## config.mk

```make
export PLATFORM = sky130hd
export DESIGN_NAME = capture_multi_ts
export DESIGN_NICKNAME = d
export VERILOG_FILES = /design/src/rtl/capture_multi_ts.sv
export SDC_FILE = /design/constraint.sdc
export NUM_CORES = 1
export LEC_CHECK = 0
export CAP_MARGIN = 30
export CORE_MARGIN = 4
export CORE_UTILIZATION = 45
export CTS_BUF_LIST = sky130_fd_sc_hd__clkbuf_8
export DETAILED_ROUTE_END_ITERATION = 16
export GPL_TIMING_DRIVEN = 0
export PLACE_DENSITY = 0.77
export SLEW_MARGIN = 20
export SYNTH_ARGS = -nofsm -noshare
export SYNTH_HDL_FRONTEND = slang
export SYNTH_SLANG_ARGS = --single-unit
```

## constraint.sdc

```tcl
create_clock -name clk -period 3 [get_ports clk]
set_input_delay 0.3 -clock clk [delete_from_list [all_inputs] [get_ports clk]]
set_output_delay 0.3 -clock clk [all_outputs]
set_load 0.02 [all_outputs]
```

## src/rtl/capture_multi_ts.sv

```systemverilog
// capture_multi_ts: per-channel glitch filter, edge detector and timestamp capture
// with acknowledge/overflow tracking and a shared combinational readout mux.
module capture_multi_ts #(
    parameter int  CHANNELS  = 4,
    parameter int  FLT_WIDTH = 4,
    parameter int  TS_WIDTH  = 16,
    localparam int SEL_W     = (CHANNELS > 1) ? $clog2(CHANNELS) : 1
) (
    input  logic                            clk,
    input  logic                            rst,
    input  logic                            ena,
    input  logic [CHANNELS-1:0]             d,
    input  logic [CHANNELS*FLT_WIDTH-1:0]   flt_val,
    input  logic [2*CHANNELS-1:0]           edge_mode,
    input  logic [SEL_W-1:0]                rd_sel,
    input  logic                            rd_ack,
    output logic [CHANNELS-1:0]             filtered,
    output logic [CHANNELS-1:0]             edge_evt,
    output logic [TS_WIDTH-1:0]             rd_data,
    output logic [CHANNELS-1:0]             cap_valid,
    output logic [CHANNELS-1:0]             cap_ovf,
    output logic                            irq
);

    logic [TS_WIDTH-1:0]  ts_q, ts_d;
    logic [FLT_WIDTH-1:0] cnt_q [CHANNELS];
    logic [FLT_WIDTH-1:0] cnt_d [CHANNELS];
    logic [CHANNELS-1:0]  filtered_q, filtered_d;
    logic [CHANNELS-1:0]  filt_prev_q, filt_prev_d;
    logic [TS_WIDTH-1:0]  cap_q [CHANNELS];
    logic [TS_WIDTH-1:0]  cap_d [CHANNELS];
    logic [CHANNELS-1:0]  cap_valid_q, cap_valid_d;
    logic [CHANNELS-1:0]  cap_ovf_q, cap_ovf_d;
    logic [CHANNELS-1:0]  rise, fall, evt, ack;

    // A pin only moves once it has disagreed with the filtered level for
    // flt_val+1 consecutive enabled samples; any agreeing sample restarts the count.
    always_comb begin
        ts_d        = ts_q;
        cnt_d       = cnt_q;
        filtered_d  = filtered_q;
        filt_prev_d = filt_prev_q;
        if (ena) begin
            ts_d        = ts_q + TS_WIDTH'(1);
            filt_prev_d = filtered_q;
            for (int i = 0; i < CHANNELS; i++) begin
                if (d[i] == filtered_q[i]) begin
                    cnt_d[i] = '0;
                end else if (cnt_q[i] < flt_val[i*FLT_WIDTH +: FLT_WIDTH]) begin
                    cnt_d[i] = cnt_q[i] + FLT_WIDTH'(1);
                end else begin
                    filtered_d[i] = d[i];
                    cnt_d[i]      = '0;
                end
            end
        end
    end

    always_comb begin
        rise = filtered_q & ~filt_prev_q;
        fall = ~filtered_q & filt_prev_q;
        evt  = '0;
        ack  = '0;
        for (int i = 0; i < CHANNELS; i++) begin
            evt[i] = ena & ((edge_mode[2*i] & rise[i]) | (edge_mode[2*i+1] & fall[i]));
            ack[i] = rd_ack & (rd_sel == SEL_W'(i));
        end
    end

    // An event always wins over an acknowledge; the ack then only clears the overflow.
    always_comb begin
        cap_d       = cap_q;
        cap_valid_d = cap_valid_q;
        cap_ovf_d   = cap_ovf_q;
        for (int i = 0; i < CHANNELS; i++) begin
            if (evt[i]) begin
                cap_d[i]       = ts_q;
                cap_valid_d[i] = 1'b1;
                cap_ovf_d[i]   = ~ack[i] & (cap_valid_q[i] | cap_ovf_q[i]);
            end else if (ack[i]) begin
                cap_valid_d[i] = 1'b0;
                cap_ovf_d[i]   = 1'b0;
            end
        end
    end

    // Selections past the last channel match no entry and read back as zero.
    always_comb begin
        rd_data = '0;
        for (int i = 0; i < CHANNELS; i++) begin
            if (rd_sel == SEL_W'(i)) begin
                rd_data = cap_q[i];
            end
        end
    end

    always_ff @(posedge clk) begin
        if (rst) begin
            ts_q        <= '0;
            filtered_q  <= '0;
            filt_prev_q <= '0;
            cap_valid_q <= '0;
            cap_ovf_q   <= '0;
            for (int i = 0; i < CHANNELS; i++) begin
                cnt_q[i] <= '0;
                cap_q[i] <= '0;
            end
        end else begin
            ts_q        <= ts_d;
            cnt_q       <= cnt_d;
            filtered_q  <= filtered_d;
            filt_prev_q <= filt_prev_d;
            cap_q       <= cap_d;
            cap_valid_q <= cap_valid_d;
            cap_ovf_q   <= cap_ovf_d;
        end
    end

    assign filtered  = filtered_q;
    assign edge_evt  = evt;
    assign cap_valid = cap_valid_q;
    assign cap_ovf   = cap_ovf_q;
    assign irq       = |cap_valid_q;

endmodule

```

==> impl_metrics.py <==
metrics = {
    "detailed_routing": {
        "drc": 0,
        "first_pass_iters": 5,
        "detail_route.wl_per_cell_um": 16.8,
        "postRouteAntennaNets": 0,
        "avgViaCountPerCell": 5.63,
        "wl_um": 13700,
        "route.vias.total": 4611,
        "drtIter0Drc": 392,
    },
    "place": {
        "io_buffers": 66,
        "dp_hpwl_um": 10200,
        "gp_congestion": 0.851,
    },
    "timing": {
        "min_period_over_period": 0.942,
        "setup_tns_ns": 0,
        "fmax_ghz": 0.354,
        "period_minus_slack_ns": 2.83,
        "final_hold_viol_count": 0,
        "rsz0062_at_grt": "false",
        "skew_ns": 0.0129,
        "finalSetupViolCount": 0,
        "worst_pin_slew_ns": 0.671,
        "maxSlewViolCount": 0,
        "slew_headroom": 0.553,
    },
    "global_route": {
        "grt_pass1_vias": 4620,
        "grt_max_degree": 21,
        "overflow": 0,
        "grtUsageTotal": 0.210,
        "antenna_found_initial": 0,
        "grt_pass1_wl_um": 22600,
    },
    "synth": {
        "synth_cells": 594,
        "yosysTopAreaCellShare": 0.421,
        "synth.distinct_cells": 48,
        "ys_async_sr_fraction": 0,
        "synthTopCellsByArea": "dfxtp_1, nand2_1, mux4_2",
        "postSynthAreaPerCell_um2": 8.97,
        "synth_top_cell_by_area": "dfxtp_1",
        "synth-edff-count": 0,
        "synth-seq-cells": 112,
        "ys_seq_area_frac": 0.421,
        "netlist_area_mm2": 0.00533,
        "yosysWarningCount": 0,
        "synthFlopType": "dfxtp_1",
        "synth_most_common_cell": "nand2_1",
        "synthTopCellsByCount": "nand2_1, dfxtp_1, a21oi_1",
        "syn_nets": 645,
    },
    "floorplanning": {
        "rows": 39,
        "die-area_mm2": 0.0136,
        "io_pins": 67,
        "die_x_um": 117,
        "die_height_um": 117,
        "design.core.area_mm2": 0.0115,
        "initial_core_util": 0.463,
    },
    "worst_setup_path": {
        "critical_path.cell_chain": "clkdlybuf4s50_1, buf_4, o21ai_4, inv_2, buf_2, clkdlybuf4s50_1",
        "startpoint_type": "primary input",
        "cp_slowest_cell": "clkdlybuf4s50_1",
        "crit_top_cell": "clkdlybuf4s50_1",
        "cp_max_fo": 10,
        "crit_path_end_kind": "primary output",
        "worstPathArrival_ns": 2.53,
        "cp_top_family": "buffers and inverters",
        "path_buf_inv": 5,
        "required_ns": 2.70,
        "critPathKind": "in2out",
        "max_stage_delay_ns": 0.67,
    },
    "clock_network": {
        "htree_levels": 3,
        "cts_sinks": 112,
        "clk_pin_slew_ns": 0.11,
        "cts_made_buffers": 9,
        "root_buffer": "clkbuf_8",
        "cts_setup_buffers": 0,
        "cts_tree": "built",
        "cts.path.max_buffers": 2,
        "clkLatencyLatePin_ns": 0.38,
    },
    "power": {
        "leakagePower_nw": 2.36,
        "p_comb_frac": 0.089,
        "p_clk_frac": 0.332,
        "max-vdd-ir-drop_v": 0.000230,
        "p_switching_mw": 0.686,
        "p_sw_frac": 0.263,
        "power_mw": 2.60,
        "intPower_mw": 1.92,
        "seq_power_share": 0.579,
        "power.density_mw_per_mm2": 410,
    },
    "finish": {
        "drive_above_1_share": 0.124,
        "diodes": 0,
        "area_delta_synth_final_pct": 19.3,
        "final_nets": 722,
        "multiInputGateArea_mm2": 0.00280,
        "seq_area_mm2": 0.00224,
        "fillCellCount": 1071,
    },
    "hold_path": {
        "hold_class": "reg2reg",
    },
    "flow_run": {
        "max_cap_viol_count": 0,
    },
    "run_status": {
        "status": "finished, final reports clean",
    },
}
power by group through the flow:
stage               sequential (mW)  clock (mW)  combinational (mW)
finish                         1.51       0.864               0.232
global route                   1.51       0.932               0.250
CTS                            1.51       0.874               0.231
detailed placement             1.54           0               0.231
global placement               1.54           0               0.224
floorplan                      1.54           0               0.133
sequential cells by signal (all words and copies together), names as in the netlist:
signal / count
cap_q: 64
cnt_q: 16
filtered: 4
cap_ovf: 4
ts_q: 16
filt_prev_q: 4
cap_valid: 4
metal layers:
metal | GRT usage | up-vias | share of wire
met3 | 0.0360 | 26 | 0.053
met5 | 0 | - | 0
li1 | - | 2204 | -
met4 | 0.0566 | 0 | 0.019
met1 | 0.265 | 2224 | 0.42
met2 | 0.374 | 157 | 0.50
through the flow:
stage	setup WS (ns)	utilization	hold slack (ns)	cells	area [um^2]
2_1_floorplan	1.42	-	0.433	594	5330
3_3_place_gp	0.0561	0.535	0.438	803	6170
3_5_place_dp	0.0135	0.535	0.447	803	6170
4_1_cts	0.00839	0.551	0.462	819	6350
5_1_grt	0.0905	0.552	0.483	819	6350
6_report	0.174	0.552	0.462	819	6350
kinds of logic (layout without fill, tap and decap cells):
family / count (synthesis) / in the layout / synth area share
and+or+nand+nor: 229 / 229 / 0.202
adders and majority gates: 17 / 17 / 0.0399
AOI/OAI and AO/OA: 124 / 124 / 0.164
buffers and inverters: 66 / 148 / 0.0526
xor gates and xnor gates: 15 / 15 / 0.0247
muxes: 31 / 31 / 0.0963
DFF: 112 / 112 / 0.421
placed cells by master, fill, tap and decap left out, types with 5 or more instances in the layout:
cell	synthesis	routed
dfxtp_1	112	112
and3b_1	8	8
nand2_1	136	136
o31ai_1	8	8
buf_2	17	17
nand3_1	9	9
ha_1	17	17
and3_1	7	7
o211ai_1	12	12
clkbuf_8	0	9
clkbuf_1	17	15
a21oi_1	66	66
inv_1	23	23
mux2i_1	13	13
nor2_1	39	39
mux4_2	16	16
nor3_1	5	5
xnor2_1	12	12
inv_2	5	5
clkdlybuf4s50_1	0	66
layout make-up:
cell class / count / area share
plain buffers: 38 / 0.0280
repair buffers: 66 / 0.104
inverters: 28 / 0.0165
clock buffers: 9 / 0.0195
well taps: 143 / 0.0282
flip-flops and latches: 112 / 0.353
clock inverters: 7 / 0.00965
multi-input cells: 416 / 0.441
timing repair:
action | 4_1_cts | 5_1_grt
endpoints found under the setup margin | 0 | 10
hold buffers | 0 | 0
gates resized for setup | 0 | 4
final timing paths:
| check | from | endpoint | slack (ns) | cells past startpoint |
|---|---|---|---|---|
| setup / recovery | ena | edge_evt[0] | 0.17 | 6 |
| hold reg to reg | cap_q[57] | cap_q[57] | 0.46 | 2 |
| hold / removal | cap_q[57] | cap_q[57] | 0.46 | 2 |
| setup reg to reg | filtered[3] | cap_q[5] | 1.15 | 6 |
worst register-to-register path: cells and delay by family (launching register included):
kind | cells | cell delay, ns
flip-flops | 1 | 0.43
AO/OA/AOI/OAI | 2 | 0.48
AND/OR/NAND/NOR | 2 | 0.30
buffers and inverters | 2 | 0.49
(Power assumes the default switching activity.)
